### src/rtl/wb_pkg.sv
// Shared widths and the buffered write entry for the writeback unit.
package wb_pkg;
   localparam int WB_DATA_W = 16;
   localparam int WB_ADDR_W = 3;
   localparam int NREG      = 2**WB_ADDR_W;

   typedef struct packed {
      logic [WB_ADDR_W-1:0] addr;
      logic [WB_DATA_W-1:0] data;
   } wb_entry_t;
endpackage

### src/rtl/wb_if.sv
// Source handshakes, register-file write port and status for the writeback unit.
interface wb_if import wb_pkg::*; #(
   parameter int DATA_W = WB_DATA_W,
   parameter int ADDR_W = WB_ADDR_W,
   parameter int DEPTH  = 4
);
   localparam int CNT_W = $clog2(DEPTH) + 1;

   logic                  alu_valid;
   logic [ADDR_W-1:0]     alu_addr;
   logic [DATA_W-1:0]     alu_data;
   logic                  alu_ready;
   logic                  mem_valid;
   logic [ADDR_W-1:0]     mem_addr;
   logic [DATA_W-1:0]     mem_data;
   logic                  mem_ready;
   logic                  hold;
   logic [ADDR_W-1:0]     c_addr;
   logic [DATA_W-1:0]     ref_c;
   logic                  rwe;
   logic [2**ADDR_W-1:0]  pending;
   logic [CNT_W-1:0]      count;

   modport master (
      output alu_valid, alu_addr, alu_data, mem_valid, mem_addr, mem_data, hold,
      input  alu_ready, mem_ready, c_addr, ref_c, rwe, pending, count
   );

   modport slave (
      input  alu_valid, alu_addr, alu_data, mem_valid, mem_addr, mem_data, hold,
      output alu_ready, mem_ready, c_addr, ref_c, rwe, pending, count
   );
endinterface

### src/rtl/wb_fifo.sv
// Power-of-two FIFO exposing every slot and its occupancy for address tracking.
module wb_fifo #(
   parameter  int WIDTH = 19,
   parameter  int DEPTH = 4,
   localparam int PTR_W = $clog2(DEPTH),
   localparam int CNT_W = PTR_W + 1
) (
   input  logic                        clk,
   input  logic                        rst_n,
   input  logic                        push,
   input  logic [WIDTH-1:0]            push_data,
   input  logic                        pop,
   output logic [WIDTH-1:0]            head,
   output logic                        full,
   output logic                        empty,
   output logic [CNT_W-1:0]            count,
   output logic [DEPTH-1:0][WIDTH-1:0] entries,
   output logic [DEPTH-1:0]            entry_valid
);
   logic [DEPTH-1:0][WIDTH-1:0] store;
   logic [PTR_W-1:0]            wr_ptr;
   logic [PTR_W-1:0]            rd_ptr;
   logic                        wr_en;
   logic                        rd_en;

   assign full  = (count == CNT_W'(DEPTH));
   assign empty = (count == '0);
   assign wr_en = push && !full;
   assign rd_en = pop && !empty;

   always_ff @(posedge clk) begin
      if (!rst_n) begin
         wr_ptr <= '0;
         rd_ptr <= '0;
         count  <= '0;
      end else begin
         if (wr_en) wr_ptr <= wr_ptr + 1'b1;
         if (rd_en) rd_ptr <= rd_ptr + 1'b1;
         count <= count + CNT_W'(wr_en) - CNT_W'(rd_en);
      end
   end

   // Payload needs no reset: every consumer qualifies it with occupancy.
   always_ff @(posedge clk) begin
      if (wr_en) store[wr_ptr] <= push_data;
   end

   assign head    = store[rd_ptr];
   assign entries = store;

   for (genvar i = 0; i < DEPTH; i++) begin : g_vld
      logic [PTR_W-1:0] off;
      assign off            = PTR_W'(i) - rd_ptr;
      assign entry_valid[i] = ({1'b0, off} < count);
   end
endmodule

### src/rtl/writeback_unit.sv
// Arbitrates ALU and load results into an ordered buffer that drains to the register file.
module writeback_unit import wb_pkg::*; #(
   parameter int DATA_W = WB_DATA_W,
   parameter int ADDR_W = WB_ADDR_W,
   parameter int DEPTH  = 4
) (
   input logic clk,
   input logic rst_n,
   wb_if.slave bus
);
   localparam int CNT_W  = $clog2(DEPTH) + 1;
   localparam int W      = ADDR_W + DATA_W;
   localparam int NREG_L = 2**ADDR_W;

   logic                    last_mem;
   logic                    mem_win;
   logic                    alu_win;
   logic                    push;
   logic                    pop;
   logic [W-1:0]            push_data;
   logic [W-1:0]            head;
   logic                    full;
   logic                    empty;
   logic [CNT_W-1:0]        count_q;
   logic [DEPTH-1:0][W-1:0] entries;
   logic [DEPTH-1:0]        entry_valid;
   logic [NREG_L-1:0]       pend;

   // Contested cycles go to whichever source did not win the previous grant.
   assign mem_win       = bus.mem_valid && (!bus.alu_valid || !last_mem);
   assign alu_win       = bus.alu_valid && !mem_win;
   assign bus.mem_ready = rst_n && !full && mem_win;
   assign bus.alu_ready = rst_n && !full && alu_win;

   assign push      = bus.mem_ready || bus.alu_ready;
   assign push_data = bus.mem_ready ? {bus.mem_addr, bus.mem_data}
                                    : {bus.alu_addr, bus.alu_data};

   always_ff @(posedge clk) begin
      if (!rst_n) last_mem <= 1'b0;
      else if (push) last_mem <= bus.mem_ready;
   end

   wb_fifo #(.WIDTH(W), .DEPTH(DEPTH)) u_fifo (
      .clk         (clk),
      .rst_n       (rst_n),
      .push        (push),
      .push_data   (push_data),
      .pop         (pop),
      .head        (head),
      .full        (full),
      .empty       (empty),
      .count       (count_q),
      .entries     (entries),
      .entry_valid (entry_valid)
   );

   assign pop        = rst_n && !empty && !bus.hold;
   assign bus.rwe    = pop;
   assign bus.c_addr = empty ? '0 : head[W-1:DATA_W];
   assign bus.ref_c  = empty ? '0 : head[DATA_W-1:0];
   assign bus.count  = count_q;

   always_comb begin
      pend = '0;
      for (int i = 0; i < DEPTH; i++) begin
         if (entry_valid[i]) pend[entries[i][W-1:DATA_W]] = 1'b1;
      end
   end

   assign bus.pending = pend;
endmodule

### src/flat_wrapper.sv
// flat-port wrapper written by rule: the top's interface ports become plain ports
module writeback_unit_flat import wb_pkg::*;
#(
   parameter int DATA_W = WB_DATA_W,
   parameter int ADDR_W = WB_ADDR_W,
   parameter int DEPTH  = 4
)
  (clk, rst_n, bus_alu_valid, bus_alu_addr, bus_alu_data, bus_mem_valid, bus_mem_addr, bus_mem_data, bus_hold, bus_alu_ready, bus_mem_ready, bus_c_addr, bus_ref_c, bus_rwe, bus_pending, bus_count);
  wb_if #(.DATA_W(DATA_W), .ADDR_W(ADDR_W), .DEPTH(DEPTH)) bus_i ();
  input logic clk;
  input logic rst_n;
  input wire logic [$bits(bus_i.alu_valid)-1:0] bus_alu_valid;
  input wire logic [$bits(bus_i.alu_addr)-1:0] bus_alu_addr;
  input wire logic [$bits(bus_i.alu_data)-1:0] bus_alu_data;
  input wire logic [$bits(bus_i.mem_valid)-1:0] bus_mem_valid;
  input wire logic [$bits(bus_i.mem_addr)-1:0] bus_mem_addr;
  input wire logic [$bits(bus_i.mem_data)-1:0] bus_mem_data;
  input wire logic [$bits(bus_i.hold)-1:0] bus_hold;
  output wire logic [$bits(bus_i.alu_ready)-1:0] bus_alu_ready;
  output wire logic [$bits(bus_i.mem_ready)-1:0] bus_mem_ready;
  output wire logic [$bits(bus_i.c_addr)-1:0] bus_c_addr;
  output wire logic [$bits(bus_i.ref_c)-1:0] bus_ref_c;
  output wire logic [$bits(bus_i.rwe)-1:0] bus_rwe;
  output wire logic [$bits(bus_i.pending)-1:0] bus_pending;
  output wire logic [$bits(bus_i.count)-1:0] bus_count;
  assign bus_i.alu_valid = bus_alu_valid;
  assign bus_i.alu_addr = bus_alu_addr;
  assign bus_i.alu_data = bus_alu_data;
  assign bus_i.mem_valid = bus_mem_valid;
  assign bus_i.mem_addr = bus_mem_addr;
  assign bus_i.mem_data = bus_mem_data;
  assign bus_i.hold = bus_hold;
  assign bus_alu_ready = bus_i.alu_ready;
  assign bus_mem_ready = bus_i.mem_ready;
  assign bus_c_addr = bus_i.c_addr;
  assign bus_ref_c = bus_i.ref_c;
  assign bus_rwe = bus_i.rwe;
  assign bus_pending = bus_i.pending;
  assign bus_count = bus_i.count;
  writeback_unit #(.DATA_W(DATA_W), .ADDR_W(ADDR_W), .DEPTH(DEPTH)) u_core (.clk(clk), .rst_n(rst_n), .bus(bus_i));
endmodule
### config.mk
export PLATFORM = sky130hd
export DESIGN_NAME = writeback_unit_flat
export DESIGN_NICKNAME = d
export VERILOG_FILES = /design/src/rtl/wb_pkg.sv /design/src/rtl/wb_if.sv /design/src/rtl/wb_fifo.sv /design/src/rtl/writeback_unit.sv /design/src/flat_wrapper.sv
export SDC_FILE = /design/constraint.sdc
export NUM_CORES = 1
export LEC_CHECK = 0
export CAP_MARGIN = 20
export CELL_PAD_IN_SITES_DETAIL_PLACEMENT = 0
export CELL_PAD_IN_SITES_GLOBAL_PLACEMENT = 1
export CORE_ASPECT_RATIO = 1.2
export CORE_MARGIN = 2
export CORE_UTILIZATION = 39
export CTS_CLUSTER_DIAMETER = 150
export CTS_CLUSTER_SIZE = 12
export DETAILED_ROUTE_END_ITERATION = 10
export PLACE_DENSITY_LB_ADDON = 0.1
export SLEW_MARGIN = 10
export SYNTH_ARGS = -nofsm -noshare
export SYNTH_HDL_FRONTEND = slang
export SYNTH_SLANG_ARGS = --single-unit
### constraint.sdc
create_clock -name clk -period 2.5 [get_ports clk]
set_input_delay 0.25 -clock clk [delete_from_list [all_inputs] [get_ports clk]]
set_output_delay 0.25 -clock clk [all_outputs]
set_load 0.01 [all_outputs]
==> flow_summary_export.csv <==
group,metric,value,unit
drt,first_iter_violations,132,
yosys,synth_adder_area_share,0.0361,
global_route,antenna_found_initial,0,
setup_path,cp.buffers_inverters,3,
yosys,synth_area_leaders,"edfxtp_1 57%, mux4_2 11%, mux2_1 5.0%",
power_and_ir_drop,p_per_area,996,nW/um^2
layout,instances_no_fill,504,
floorplan,core,10000,um^2
yosys,synthFlopType,"edfxtp_1",
min_path,worst_hold_path.endpoint,"u_core.last_mem",
placement,port_buffers,75,
yosys,synth_top_family_by_area,"multiplexers",
layout,finalNetCount,427,
yosys,synth_cell_types,43,
yosys,syn_area,4030,um^2
clocking,root_buffer,"clkbuf_16",
layout,seq_area,2450,um^2
floorplan,die_h,115,um
global_route,grt_pass1_vias,2689,
sta,finalHoldViolCount,0,
global_route,grt_max_degree,27,
floorplan,dieArea,11200,um^2
power_and_ir_drop,peakVddDrop,628,uV
yosys,synth_edf_count,76,
setup_path,path_cells,"xnor2_2, inv_1, ha_4, nor2b_4, a211oi_2, buf_4, a22oi_1, o211ai_1, dlygate4sd2_1",
global_route,met1_usage,0.186,
drt,antenna_left,0,
setup_path,worst_r2r_path_depth,11,
yosys,synth_top_area_share,0.567,
flow_run,cap_violations,0,
sta,finClkSkew,9.24,ps
setup_path,critPathMaxFanout,3,
layout,num_antenna_cells,0,
yosys,synth_area_leader_cell,"edfxtp_1",
drt,drt_pre_antenna_iters,4,
floorplan,die_w,96.7,um
yosys,syn_nets,319,
min_path,hold_path.class,"flip-flop to flip-flop",
clocking,clk_pin_slew,60,ps
setup_path,crit_required,2250,ps
global_route,grt_first_pass_wirelength,13300,um
min_path,hold_depth,2,
setup_path,r2r-start,"u_core.u_fifo.count[0]",
sta,timing.final.crit_share,0.968,
drt,wl,8360,um
clocking,clock_latency,330,ps
clocking,htreeDepth,3,
clocking,cts_sinks,84,
sta,setup_tns,0,ps
yosys,synth_compound_area_frac,0.0625,
sta,slew_violations,0,
setup_path,critPathKind,"flip-flop to output pin",
clocking,cts_tree,"done",
clocking,clk_path_buf_depth,2,
global_route,gr-max-usage-layer,"met2",
yosys,avgSynthCellArea,15.2,um^2
yosys,ys_ff_latch,84,
drt,drc,0,
yosys,netlist_instances,265,
yosys,ys_warn_count,0,
sta,slew_headroom,0.763,
power_and_ir_drop,p_leak,1.95,nW
layout,final_core_util,0.556,
drt,wl_per_cell,16.6,um
min_path,worstHoldStart,"u_core.last_mem",
setup_path,crit_family,"buffers and inverters",
global_route,overflow,0,
placement,gp_congestion,0.803,
clocking,numCtsBuffers,9,
layout,syn_to_final_growth,38.2,%
power_and_ir_drop,power,5.54,mW
floorplan,start_util,0.402,
setup_path,r2r-end,"u_core.u_fifo.count[2]",
sta,rsz0062_at_grt,"true",
yosys,synth-simple-area-share,0.0998,
sta,tightest_slew,351,ps
setup_path,crit_path_max_incr_delay,350,ps
yosys,ys_seq_area_frac,0.607,
setup_path,cp.arrival,2170,ps
setup_path,r2r_slack,240,ps
global_route,grtUsageTotal,0.156,
setup_path,end_kind,"output pin",
layout,filler_cell_count,866,
global_route,met2_usage,0.285,
drt,vias,2577,
placement,place_inst,487,
layout,final_cell_mix,"76 x edfxtp_1, 67 x clkdlybuf4s50_1, 29 x buf_4, 25 x nor2b_1, 19 x mux4_2",
sta,fmax,413,MHz
sta,holdWs,492,ps
global_route,use_met3,0.0347,
floorplan,rows,40,
floorplan,io_pins,76,
status,status,"finished, final reports clean",
drt,via_per_inst,5.11,
yosys,synth-async-reset-ratio,0,
setup_path,worstSetupStartpointType,"flip-flop",
sta,setup_violations,0,
layout,multi_input_area,1550,um^2
yosys,synthMuxAreaShare,0.159,
setup_path,critPathSlowestCell,"dfxtp_2",
layout,drive_above_1_share,0.243,
sta,fin_crit,2420,ps
placement,dp_hpwl,5830,um
yosys,synth-xor-area-share,0.0109,
layout,layout_commonest_cell,"edfxtp_1",
registers in the layout, summed over array words and instances (netlist names):
signal	cells
u_core.u_fifo.wr_ptr	2
u_core.u_fifo.rd_ptr	2
u_core.u_fifo.count	3
u_core.u_fifo.entries	76
u_core.last_mem	1
per-layer routing:
layer | vias to the layer above | share of wire | routed length, um
met1 | 1274 | 0.43 | 3600
met4 | 0 | 0.0078 | 65
met3 | 6 | 0.030 | 255
met5 | - | 0 | 0
li1 | 1243 | - | -
met2 | 54 | 0.53 | 4450
through the flow:
step / instance area [um^2] / setup WS [ps]
detailed placement: 5150 / -133
global placement: 5150 / -117
floorplan: 4030 / 83.2
finish: 5560 / 81.2
global route: 5560 / -72.2
CTS: 5540 / -7.50
worst min-delay path: stages (launching register included):
cell	delay [ps]
dfxtp_1	320
nand2_1	50
o21ai_0	70
how the worst max path moves through the flow:
stage,start,to,cells past startpoint
after global routing,u_core.u_fifo.rd_ptr[0],bus_pending[2],9
after detailed placement,u_core.u_fifo.rd_ptr[0],bus_pending[1],6
final,u_core.u_fifo.rd_ptr[0],bus_pending[2],9
after global placement,u_core.u_fifo.rd_ptr[0],bus_pending[1],6
after CTS,u_core.u_fifo.rd_ptr[0],bus_pending[0],9
after floorplan,u_core.u_fifo.count[2],u_core.u_fifo.count[2],12
area by class of cell:
cell class / count / share of cell area
Sequential cell: 84 / 0.440
Multi-Input combinational cell: 158 / 0.279
Timing Repair Buffer: 107 / 0.179
Clock buffer: 9 / 0.0405
Tap cell: 126 / 0.0283
Clock inverter: 7 / 0.0238
Inverter: 13 / 0.00877
power breakdown:
part / switching (mW) / internal [mW]
sequential: 0.0854 / 1.73
clock: 0.539 / 0.992
combinational: 1.02 / 1.16
total: 1.65 / 3.89
logic make-up (layout without fill, tap and decap cells):
| family | after synthesis | in the layout |
|---|---|---|
| multiplexers | 38 | 38 |
| AND/OR/NAND/NOR | 72 | 72 |
| flip-flops | 84 | 84 |
| adder cells (fa/ha/maj) | 11 | 11 |
| XOR/XNOR | 5 | 5 |
| buffers and inverters | 23 | 136 |
| AO/OA/AOI/OAI | 32 | 32 |
what timing repair did:
action,CTS,global route
cloned,0,0
endpoints found under the setup margin,27,8
hold buffers,0,0
gates resized for setup,26,17
pin swaps,0,2
buffers inserted,0,1
Yosys cell counts, types with 2 or more instances:
cell type,n
a32oi_1,2
o211ai_1,5
xnor2_1,5
a21oi_1,2
mux4_2,19
ha_1,10
nand3_1,4
nand2_1,8
buf_2,4
dfxtp_1,8
buf_4,2
nand2b_1,10
and2_1,5
nor3_1,4
clkbuf_1,2
o21ai_0,2
o221ai_1,2
inv_1,12
o32a_1,2
a211oi_1,4
nor2b_1,27
a22oi_1,3
buf_1,2
nor2_1,9
mux2_1,18
edfxtp_1,76
or3_1,2
No activity file was read; power rests on OpenSTA's default activity.
